### config.mk
export PLATFORM = sky130hd
export DESIGN_NAME = id_branch_seg
export DESIGN_NICKNAME = d
export VERILOG_FILES = /design/src/rtl/id_branch_seg.sv
export SDC_FILE = /design/constraint.sdc
export NUM_CORES = 1
export LEC_CHECK = 0
export BUFFER_PORTS_ARGS = -buffer_cell sky130_fd_sc_hd__buf_2
export CORE_ASPECT_RATIO = 1.5
export CORE_MARGIN = 10
export CORE_UTILIZATION = 56
export DETAILED_ROUTE_END_ITERATION = 8
export GPL_ROUTABILITY_DRIVEN = 0
export PLACE_DENSITY = 0.95
export SYNTH_ARGS = -nofsm -noshare
export SYNTH_HDL_FRONTEND = slang
export SYNTH_SLANG_ARGS = --single-unit
### constraint.sdc
create_clock -name clk -period 12.7 [get_ports clk]
set_input_delay 2.54 -clock clk [delete_from_list [all_inputs] [get_ports clk]]
set_output_delay 2.54 -clock clk [all_outputs]
set_load 0.01 [all_outputs]
### src/rtl/id_branch_seg.sv
// ID-stage branch/jump resolver: latches fetched instructions, resolves J/JAL/JR/BEQ/BNE,
// issues a one-cycle redirect to fetch and squashes the wrong-path slots that follow it.
module id_branch_seg #(
   parameter int unsigned FLUSH_SLOTS = 2,
   parameter logic [31:0] NOP_IR      = 32'h00000000
) (
   input  logic        clk,
   input  logic        rst,
   input  logic [31:0] NPC,
   input  logic [31:0] IR,
   input  logic        stall,
   input  logic [31:0] rsData,
   input  logic [31:0] rtData,
   output logic [4:0]  rsAddr,
   output logic [4:0]  rtAddr,
   output logic [31:0] ID_NPC,
   output logic [31:0] ID_IR,
   output logic        ID_valid,
   output logic        cond,
   output logic [31:0] condNPC,
   output logic        linkWe,
   output logic [31:0] linkData
);

   // state  | meaning
   // RUN    | normal decode; a valid taken branch in ID redirects fetch
   // SQUASH | replacing the next cnt fetched slots with NOP_IR, no redirects
   typedef enum logic {RUN, SQUASH} state_t;

   localparam logic [2:0] FLUSH_CNT = 3'(FLUSH_SLOTS);

   state_t      state, state_nxt;
   logic [2:0]  cnt, cnt_nxt;
   logic        redirect;
   logic [5:0]  op, funct;
   logic        is_j, is_jal, is_beq, is_bne, is_jr, taken;
   logic [31:0] br_off, target;

   assign rsAddr = ID_IR[25:21];
   assign rtAddr = ID_IR[20:16];
   assign op     = ID_IR[31:26];
   assign funct  = ID_IR[5:0];

   assign is_j   = (op == 6'h02);
   assign is_jal = (op == 6'h03);
   assign is_beq = (op == 6'h04);
   assign is_bne = (op == 6'h05);
   assign is_jr  = (op == 6'h00) && (funct == 6'h08);

   assign taken = is_j || is_jal || is_jr ||
                  (is_beq && (rsData == rtData)) ||
                  (is_bne && (rsData != rtData));

   assign br_off = {{14{ID_IR[15]}}, ID_IR[15:0], 2'b00};

   always_comb begin
      target = ID_NPC + br_off;
      if (is_j || is_jal)
         target = {ID_NPC[31:28], ID_IR[25:0], 2'b00};
      else if (is_jr)
         target = rsData;
   end

   always_comb begin
      state_nxt = state;
      cnt_nxt   = cnt;
      redirect  = 1'b0;
      if (!stall) begin
         case (state)
            RUN: begin
               if (ID_valid && taken) begin
                  state_nxt = SQUASH;
                  cnt_nxt   = FLUSH_CNT;
                  redirect  = 1'b1;
               end
            end
            SQUASH: begin
               cnt_nxt = cnt - 3'd1;
               if (cnt == 3'd1)
                  state_nxt = RUN;
            end
            default: state_nxt = RUN;
         endcase
      end
   end

   always_ff @(posedge clk or posedge rst) begin
      if (rst) begin
         state    <= RUN;
         cnt      <= 3'd0;
         ID_NPC   <= 32'h0;
         ID_IR    <= NOP_IR;
         ID_valid <= 1'b0;
         cond     <= 1'b0;
         condNPC  <= 32'h0;
         linkWe   <= 1'b0;
         linkData <= 32'h0;
      end else begin
         state  <= state_nxt;
         cnt    <= cnt_nxt;
         cond   <= redirect;
         linkWe <= redirect && is_jal;
         if (redirect)
            condNPC <= target;
         if (redirect && is_jal)
            linkData <= ID_NPC + 32'd4;
         if (!stall) begin
            ID_NPC <= NPC;
            // the slot latched on the redirect edge itself is kept; squashing starts next edge
            if (state == SQUASH) begin
               ID_IR    <= NOP_IR;
               ID_valid <= 1'b0;
            end else begin
               ID_IR    <= IR;
               ID_valid <= 1'b1;
            end
         end
      end
   end

endmodule

After elaboration in Yosys (flattened, before gate mapping)
Index checks and enable logic that the tools add are counted.
{ "classes": {"muxes": 11, "n_addsub": 3, "eq_ne": 9, "n_reduce_logical": 11, "bitwise": 2} }
{ "ops": {"columns": ["op", "count"], "rows": [
  ["$mux W32", 3],
  ["$add A32 B3 Y32 const B", 1],
  ["$add A32 B32 Y32", 1],
  ["$eq A32 B32 Y1", 1],
  ["$ne A32 B32 Y1", 1],
  ["$eq A6 B2 Y1 const B", 2],
  ["$eq A6 B3 Y1 const B", 2],
  ["$eq A6 B4 Y1 const B", 1],
  ["$logic_not A6 Y1", 1],
  ["$pmux W3 S2", 1],
  ["$logic_and A1 B1 Y1", 5],
  ["$mux W1", 5],
  ["$logic_or A1 B1 Y1", 4],
  ["$eq A3 B1 Y1 const B", 1],
  ["$mux W3", 1],
  ["$sub A3 B1 Y3 const B", 1],
  ["$ne A2 B2 Y1 const B", 1],
  ["$not A1 Y1", 2],
  ["$pmux W1 S2", 1],
  ["$reduce_and A2 Y1", 1]
]} }
{ "word_totals": {"elab_cells": 45, "out_inout_bits": 141, "register_bits": 135} }

Logic depth before layout (Yosys ltp)
Gate-level depths: netlist of the first run.
{ "depth": {"ltp_word": 10, "depth_mapped": 10} }

Least setup slack after synthesis of the first run
OpenSTA, ideal clock, no wires.
{ "synth_path": {"path_kind": "input-to-reg", "startpoint": "input port rsData[11]", "endpoint": "register linkData[12]", "arrival_ps": 4332, "setup_time_ps": 125, "required_ps": 12575, "path_buffers": 1, "cell_stages": 9, "slack_ps": 8243, "path_cell_list": "xnor2_1 -> nand4_1 -> nor4_1 -> and3_1 -> o211a_1 -> o2111ai_4 -> nor2_4 -> buf_6 -> mux2_4"} }
{ "synth_via": {"elab_chain_cells": 9, "elab_cells_between_ends": 11, "cone_classes": "eq/ne (2); mux (3); reduce/logical (6)"} }
{ "synth_lines": {"columns": ["item", "line_no", "text"], "rows": [
  ["from (decl)", "12", "input logic [31:0] rsData,"],
  ["$eq A32 B32 Y1", "51", "(is_beq && (rsData == rtData)) ||"],
  ["$logic_and A1 B1 Y1", "51", null],
  ["$logic_or A1 B1 Y1", "50", "assign taken = is_j || is_jal || is_jr ||"],
  ["$logic_or A1 B1 Y1 *", "51", null],
  ["$logic_and A1 B1 Y1 *", "71", "if (ID_valid && taken) begin"],
  ["$mux W1 *", "71", null],
  ["$mux W1 *", "69", "case (state)"],
  ["$mux W1 *", "68", "if (!stall) begin"],
  ["$logic_and A1 B1 Y1 *", "105", "if (redirect && is_jal)"],
  ["to (signal assigned)", "106", "linkData <= ID_NPC + 32'd4;"],
  ["to (decl)", "22", "output logic [31:0] linkData"]
]} }
Every way passes the cells marked *; elsewhere a longest branch is shown, timed or not.
A chain may end at the register's enable or synchronous reset.

Final worst setup path of the first run
{ "layout_path": {"startpoint": "input port rsData[15]", "endpoint": "register condNPC[26]"} }
{ "layout_via": {"elab_chain_cells": 8, "elab_cells_between_ends": 10, "cone_classes": "eq/ne (2); mux (3); reduce/logical (5)"} }
{ "layout_lines": {"columns": ["item", "line_no", "text"], "rows": [
  ["$eq A32 B32 Y1", "51", null],
  ["$logic_and A1 B1 Y1", "51", null],
  ["$logic_or A1 B1 Y1", "50", null],
  ["$logic_or A1 B1 Y1 *", "51", null],
  ["$logic_and A1 B1 Y1 *", "71", null],
  ["$mux W1 *", "71", null],
  ["$mux W1 *", "69", null],
  ["$mux W1 *", "68", null],
  ["net redirect", "34", "logic redirect;"],
  ["to (signal assigned)", "104", "condNPC <= target;"],
  ["to (decl)", "20", "output logic [31:0] condNPC,"]
]} }
Mark *: on every way through the listed nets, which the timed path passes. The rest lies on a longest branch.

==> results by group, run 1 <==
Critical path
  – Slowest CP cell: buf_4
  – Worst EP required: 13.00 ns
  – Critical Path AT: between 5 and 6 ns
  – CP cell instances: buf_2 > xnor2_1 > nand4_1 > nor4_1 > a21oi_1 > o211a_1 > o2111ai_4 > buf_4 > inv_1 > mux2_2
  – Peak per-stage delay on the critical path: ~0.57 ns
  – Maximum fanout along the worst path: 62
  – Path type of the worst setup path: primary input to register
  – R2r setup slk: ~9.2 ns
  – CP startpoint: rsData[15]
  – Worst r2r src: ID_IR[15]
  – RR Endpoint: condNPC[25]
  – Critical path startpoint category: primary input
  – Setup crit end kind: register
  – Worst reg2reg path depth: 9

Synthesis
  – Synth area leaders: dfrtp_1 (41%), xnor2_1 (6.9%), mux2_4 (5.2%)
  – Synth area leader: dfrtp_1
  – Sequential share of the synthesized area: between 40 and 50%
  – Cells after Synth: about 800
  – Yosys top cell area share: 40.70%
  – Async set or reset register ratio after synthesis: 100.0%
  – Synth Area per Inst: ~10 sq um
  – Warnings, synthesis: 0
  – Synth Cell Area: about 8300 sq um
  – Main flop type after synthesis: dfrtp_1
  – Register bit count reported by yosys: approximately 140
  – Net count after synthesis: between 900 and 1,000
  – Number of synthesized flops with an enable pin: 0
  – Number of library cell types mapped by synthesis: 69

Timing
  – Hold slack: between 0.4 and 0.5 ns
  – Final setup viols: 0
  – Setup TNS: 0 ns
  – Skew final: 0.01031 ns
  – Slew Viols, Final: 0
  – Final min period: about 5.3 ns
  – F_max: approximately 190 MHz
  – Final worst-path cycle share: a little over two fifths
  – Slew HR: between 30% and 40%
  – Worst slew pin tran: about 0.98 ns
  – Hold Vio Cnt, Final: 0
  – Unrepaired setup endpoints after global routing: false

Power
  – Power density cells: 184.2 nW/um^2
  – Tot Pwr: about 1.9 mW
  – Leak pwr: about 5.2 nW
  – Maximum vdd drop: roughly 0.12 mV

CTS
  – # H-tree levels: 4
  – Num CTS Buffers: 17
  – Post-CTS resize count: 0
  – Clock slew at reported path FFs: roughly 0.06 ns
  – Clock latency on the worst-skew pair: between 0.4 and 0.5 ns
  – Clock Path Buffers: 2
  – Post-CTS Setup Repair Bufs: 0
  – TritonCTS clock tree: yes
  – Clk sinks: 135
  – Root buf cell: clkbuf_16
  – Hold bufs inserted after CTS: 0

Worst hold path
  – Hold Path Sink: condNPC[7]
  – Hold Path Cell Cnt: 2
  – Hold path startpoint: condNPC[7]
  – Type of the worst min-delay path: register to register

Route
  – Routed wire per std cell: roughly 23 um
  – Initial DRC Count: slightly below 700
  – Detailed-route wire length: roughly 30 mm
  – Total number of vias: roughly 7,800
  – Vias per inst: a little over 6
  – DRC viols: 0
  – DRT antenna net count: 0
  – Drt first pass iters: 5

Die
  – Chip width: approximately 120 um
  – Core Area: approximately 15,000 sq um
  – Initial Utilization: 57.14%
  – Die Area: between 20,000 and 25,000 sq um
  – Die Y: 169.1 um
  – Row count: 54
  – IO Pins: approximately 270

Final layout
  – Fill count: 1,037
  – Most frequent cells in the layout: buf_2 (271), dfrtp_1 (135), nand2_1 (79), xnor2_1 (65), nor2_1 (45)
  – Nets: around 1,200
  – Utilization after layout: 71.39%
  – Most common cell after layout, fill and taps aside: buf_2
  – Share of layout cells above drive strength 1: roughly 37%
  – Synthesis-to-finish area growth: 24.93%

Flow run
  – Maxcap violations: 0

Place
  – Post-DP HPWL: approximately 22 mm
  – Input/output buffers: between 200 and 300

GRT
  – GRT Residual Overflow: 0
  – Global-route wire length before repair: 45.93 mm
  – Antenna violations before repair: 2
  – Total GRT Usage: between 20% and 30%
  – Vias in the first global route: ~8,100
  – Largest net degree at the start of global routing: 79

Outcome
  – Outcome: complete, no violations
cell usage after synthesis (5+ instances only):
library cell and number:
inv_1 16, a21o_1 22, xnor2_1 65, dfrtp_1 135, nor3_1 11, a22o_1 33, o211ai_1 7, or2_2 5
ha_1 32, nand3_1 17, and4_1 5, nor2_1 47, o31ai_1 8, mux2i_1 11, buf_4 13, a211oi_1 11
xor2_1 14, nand4_1 20, or3_1 7, mux2_4 29, and3_1 8, o21ai_0 41, mux2_2 38, nand2_1 79
a21oi_1 25, a31oi_1 5, clkbuf_1 27
routing by layer:
metal  routed length (um)  share of wire (%)  GRT usage, %
met1                10320                 35         30.46
met2                15300                 52         50.86
met3                 2158                7.3         7.160
met4                 1763                6.0         16.42
met5                   13              0.044             0
power breakdown:
part           total, mW  switching [mW]  internal (mW)
logic              0.741           0.422          0.319
registers          0.626           0.103          0.522
clock network      0.544           0.191          0.352
stage by stage:
step | cell area, sq um | std cells | worst slack [ns]
2_1_floorplan | 8300 | 809 | 6.549
3_3_place_gp | 9722 | 1236 | 7.071
3_5_place_dp | 9722 | 1236 | 7.039
4_1_cts | 10370 | 1268 | 7.421
5_1_grt | 10370 | 1269 | 7.192
6_report | 10370 | 1269 | 7.368
flip-flops by register name, indices dropped and copies added, names as in the netlist:
name and count:
ID_IR 32, ID_NPC 32, ID_valid 1, cnt 3
cond 1, condNPC 32, linkData 32, linkWe 1
state 1
cells by family (layout without fill, tap and decap cells):
| logic type | after synthesis | count (layout) | synth area share [%] |
|---|---|---|---|
| buffers and inverters | 66 | 329 | 3.979 |
| other | 0 | 1 | 0 |
| xor gates and xnor gates | 79 | 79 | 8.336 |
| AOI/OAI and AO/OA | 196 | 196 | 17.21 |
| DFF | 135 | 135 | 40.70 |
| adders and majority gates | 33 | 33 | 5.065 |
| and+or+nand+nor | 222 | 222 | 12.98 |
| muxes | 78 | 78 | 11.73 |
worst max-delay path: cells and delay by family:
family | cells | cell delay (ns)
buffers and inverters | 3 | 0.93
XOR/XNOR | 1 | 0.31
multiplexers | 1 | 0.33
AND/OR/NAND/NOR | 2 | 0.86
AO/OA/AOI/OAI | 3 | 0.66
layout make-up:
| cell class | count | area, sq um | area share, % |
|---|---|---|---|
| Clock buffer | 19 | 442.9 | 4.271 |
| Inverter | 16 | 65.06 | 0.6274 |
| Antenna cell | 1 | 2.502 | 0.02413 |
| Timing Repair Buffer | 281 | 1431 | 13.80 |
| Multi-Input combinational cell | 608 | 4602 | 44.38 |
| Tap cell | 196 | 245.2 | 2.365 |
| Clock inverter | 13 | 202.7 | 1.955 |
| Sequential cell | 135 | 3378 | 32.58 |
worst max-delay path by stage:
stage / end
2_1_floorplan: ID_IR[0]
6_report: condNPC[26]
5_1_grt: condNPC[25]
3_3_place_gp: condNPC[25]
4_1_cts: condNPC[26]
3_5_place_dp: condNPC[26]
No activity file was read; power rests on OpenSTA's default activity.
==> inputs of run 2 (changes only) <==
CORE_UTILIZATION = 47   (was 56)
PLACE_DENSITY = 0.89   (was 0.95)
clock period = 4.4 ns   (was 12.7 ns; I/O delays follow)
==> run 2 against run 1 <==
Effect of this change:
- die area rose by 16%
- routed wire length fell by 1.9%
- core utilization fell by 11 points
==> results by group, run 2 (same netlist as run 1, synthesis figures left out) <==
Power
  – Clock power frac: 28.8% (+0.3 points)
  – Leak pwr: 5.200 nW (+0.44%)
  – Maximum vdd drop: 0.3130 mV (+170%)
  – Sw Ratio: 37.21% (-0.32 points)
  – Tot Pwr: 5.475 mW (+190%)
  – Switching power: 2.037 mW (+180%)
  – Logic pwr share: 38.3% (-0.5 points)
  – Flop pwr share: 32.9% (about the same)
  – P_int: 3.438 mW (+190%)
  – Power density cells: 524.4 nW/um^2 (+180%)

Die
  – Initial Utilization: 47.85% (-9.3 points)
  – Row count: 59 (+9.3%)
  – Die Area: 23,490 sq um (+16%)
  – Core Area: 17,350 sq um (+19%)
  – Die Y: 182.8 um (+8.1%)
  – IO Pins: 272 (unchanged)
  – Chip width: 128.5 um (+7.6%)

GRT
  – Total GRT Usage: 24.01% (-4.7 points)
  – Antenna violations before repair: 3 (+1)
  – Global-route wire length before repair: 44.07 mm (-4.0%)
  – GRT Residual Overflow: 0 (unchanged)
  – Vias in the first global route: 7,949 (-2.0%)
  – Largest net degree at the start of global routing: 136 (+72%)

Critical path
  – CP startpoint: rsData[11]
  – Maximum fanout along the worst path: 20 (-68%)
  – Worst r2r src: ID_NPC[2]
  – Critical path startpoint category: primary input
  – Critical Path AT: 3.94 ns (-1.70 ns)
  – R2r setup slk: 0.95 ns (-8.26 ns)
  – Worst EP required: 4.70 ns (-8.30 ns)
  – Setup crit end kind: register
  – Path type of the worst setup path: primary input to register

Route
  – Detailed-route wire length: 28.99 mm (-1.9%)
  – DRT antenna net count: 0 (unchanged)
  – Total number of vias: 7,598 (-2.0%)
  – Drt first pass iters: 5 (unchanged)
  – Routed wire per std cell: 22.48 um (-3.5%)
  – DRC viols: 0 (unchanged)
  – Vias per inst: 5.890 (-3.6%)
  – Initial DRC Count: 552 (-21%)

Timing
  – Final worst-path cycle share: 82.68%
  – Slew HR: 40.16% (+5.3 points)
  – Final min period: approximately 3.6 ns
  – F_max: 274.9 MHz
  – Setup TNS: 0 ns (unchanged)
  – Unrepaired setup endpoints after global routing: false
  – Hold Vio Cnt, Final: 0 (unchanged)
  – Final setup viols: 0 (unchanged)
  – Skew final: 0.01339 ns (+0.003077 ns)
  – Worst slew pin tran: 0.8976 ns (-0.07889 ns)
  – Slew Viols, Final: 0 (unchanged)

Worst hold path
  – Hold path startpoint: condNPC[22]
  – Type of the worst min-delay path: register to register

CTS
  – Clock slew at reported path FFs: 0.06 ns (about the same)
  – # H-tree levels: 4 (unchanged)
  – Num CTS Buffers: 17 (unchanged)
  – Post-CTS resize count: 0 (unchanged)
  – Clock latency on the worst-skew pair: 0.43 ns (about the same)
  – Clk sinks: 135 (unchanged)
  – Clock Path Buffers: 2 (unchanged)
  – Post-CTS Setup Repair Bufs: 0 (unchanged)
  – Hold bufs inserted after CTS: 0 (unchanged)
  – Root buf cell: clkbuf_16
  – TritonCTS clock tree: yes

Flow run
  – Maxcap violations: 0 (unchanged)

Final layout
  – Synthesis-to-finish area growth: 25.76%
  – Nets: 1,225 (+0.16%)
  – Most frequent cells in the layout: buf_2 (271), dfrtp_1 (135), nand2_1 (79), xnor2_1 (65), nor2_1 (45)
  – Share of layout cells above drive strength 1: 37.24% (+0.21 points)
  – Most common cell after layout, fill and taps aside: buf_2
  – Final Non-Filler Cells: 1,290 (+1.7%)

Outcome
  – Outcome: complete, no violations

Place
  – Input/output buffers: 271 (unchanged)
  – Post-DP HPWL: 22.29 mm (+1.8%)
  – Number of instances in the placed design: 1,255 (+1.5%)
-- run 2: power by group through the flow --
stage / Clock [mW] / Sequential [mW] / Combinational [mW]
after floorplan: 0 / 1.85 / 1.27
after global placement: 0 / 1.79 / 2.03
after detailed placement: 0 / 1.81 / 2.09
after CTS: 1.60 / 1.80 / 2.11
after global routing: 1.65 / 1.84 / 2.29
final: 1.58 / 1.80 / 2.10
-- run 2: final cells by class --
type                       count  area, sq um
antenna                        3        7.507
clock buffer                  21        480.5
sequential                   135         3378
multi-input combinational    608         4602
clock inverter                11        168.9
fill                        1443         6909
tap                          213        266.5
timing repair buffer         283         1471
inverter                      16        63.81
-- run 2: per-layer routing --
metal / track usage, % / part of all wire (%) / vias up
met3: 6.871 / 7.6 / 79
met4: 14.02 / 5.4 / 0
met2: 41.69 / 51 / 363
li1: - / - / 3459
met5: 0 / 0 / -
met1: 25.11 / 36 / 3697
-- run 2: worst paths after layout --
check,to,cells after the start
min in group asynchronous,ID_NPC[17],3
worst max-delay path,linkData[23],10
worst max register to register,condNPC[26],10
worst min-delay path,condNPC[22],2
max in group asynchronous,condNPC[27],3
worst min register to register,condNPC[22],2
-- run 2: critical path: stages --
cell and delay (ns):
buf_2 0.11, xnor2_1 0.49, nand4_1 0.17, nor4_1 0.66
and3_1 0.27, o211a_1 0.20, o2111ai_4 0.23, nor2_4 0.21
buf_4 0.37, mux2_4 0.34
-- run 2: through the flow --
step | hold slack, ns | worst slack [ns] | utilization [%] | area [sq um]
after floorplan | 0.5078 | 1.379 | - | 8304
after global placement | 0.4533 | 0.4568 | 56.39 | 9782
after detailed placement | 0.4663 | 0.3639 | 56.39 | 9782
after CTS | 0.4853 | 0.8169 | 60.13 | 10430
after global routing | 0.5096 | 0.7802 | 60.17 | 10440
final | 0.4786 | 0.7620 | 60.17 | 10440
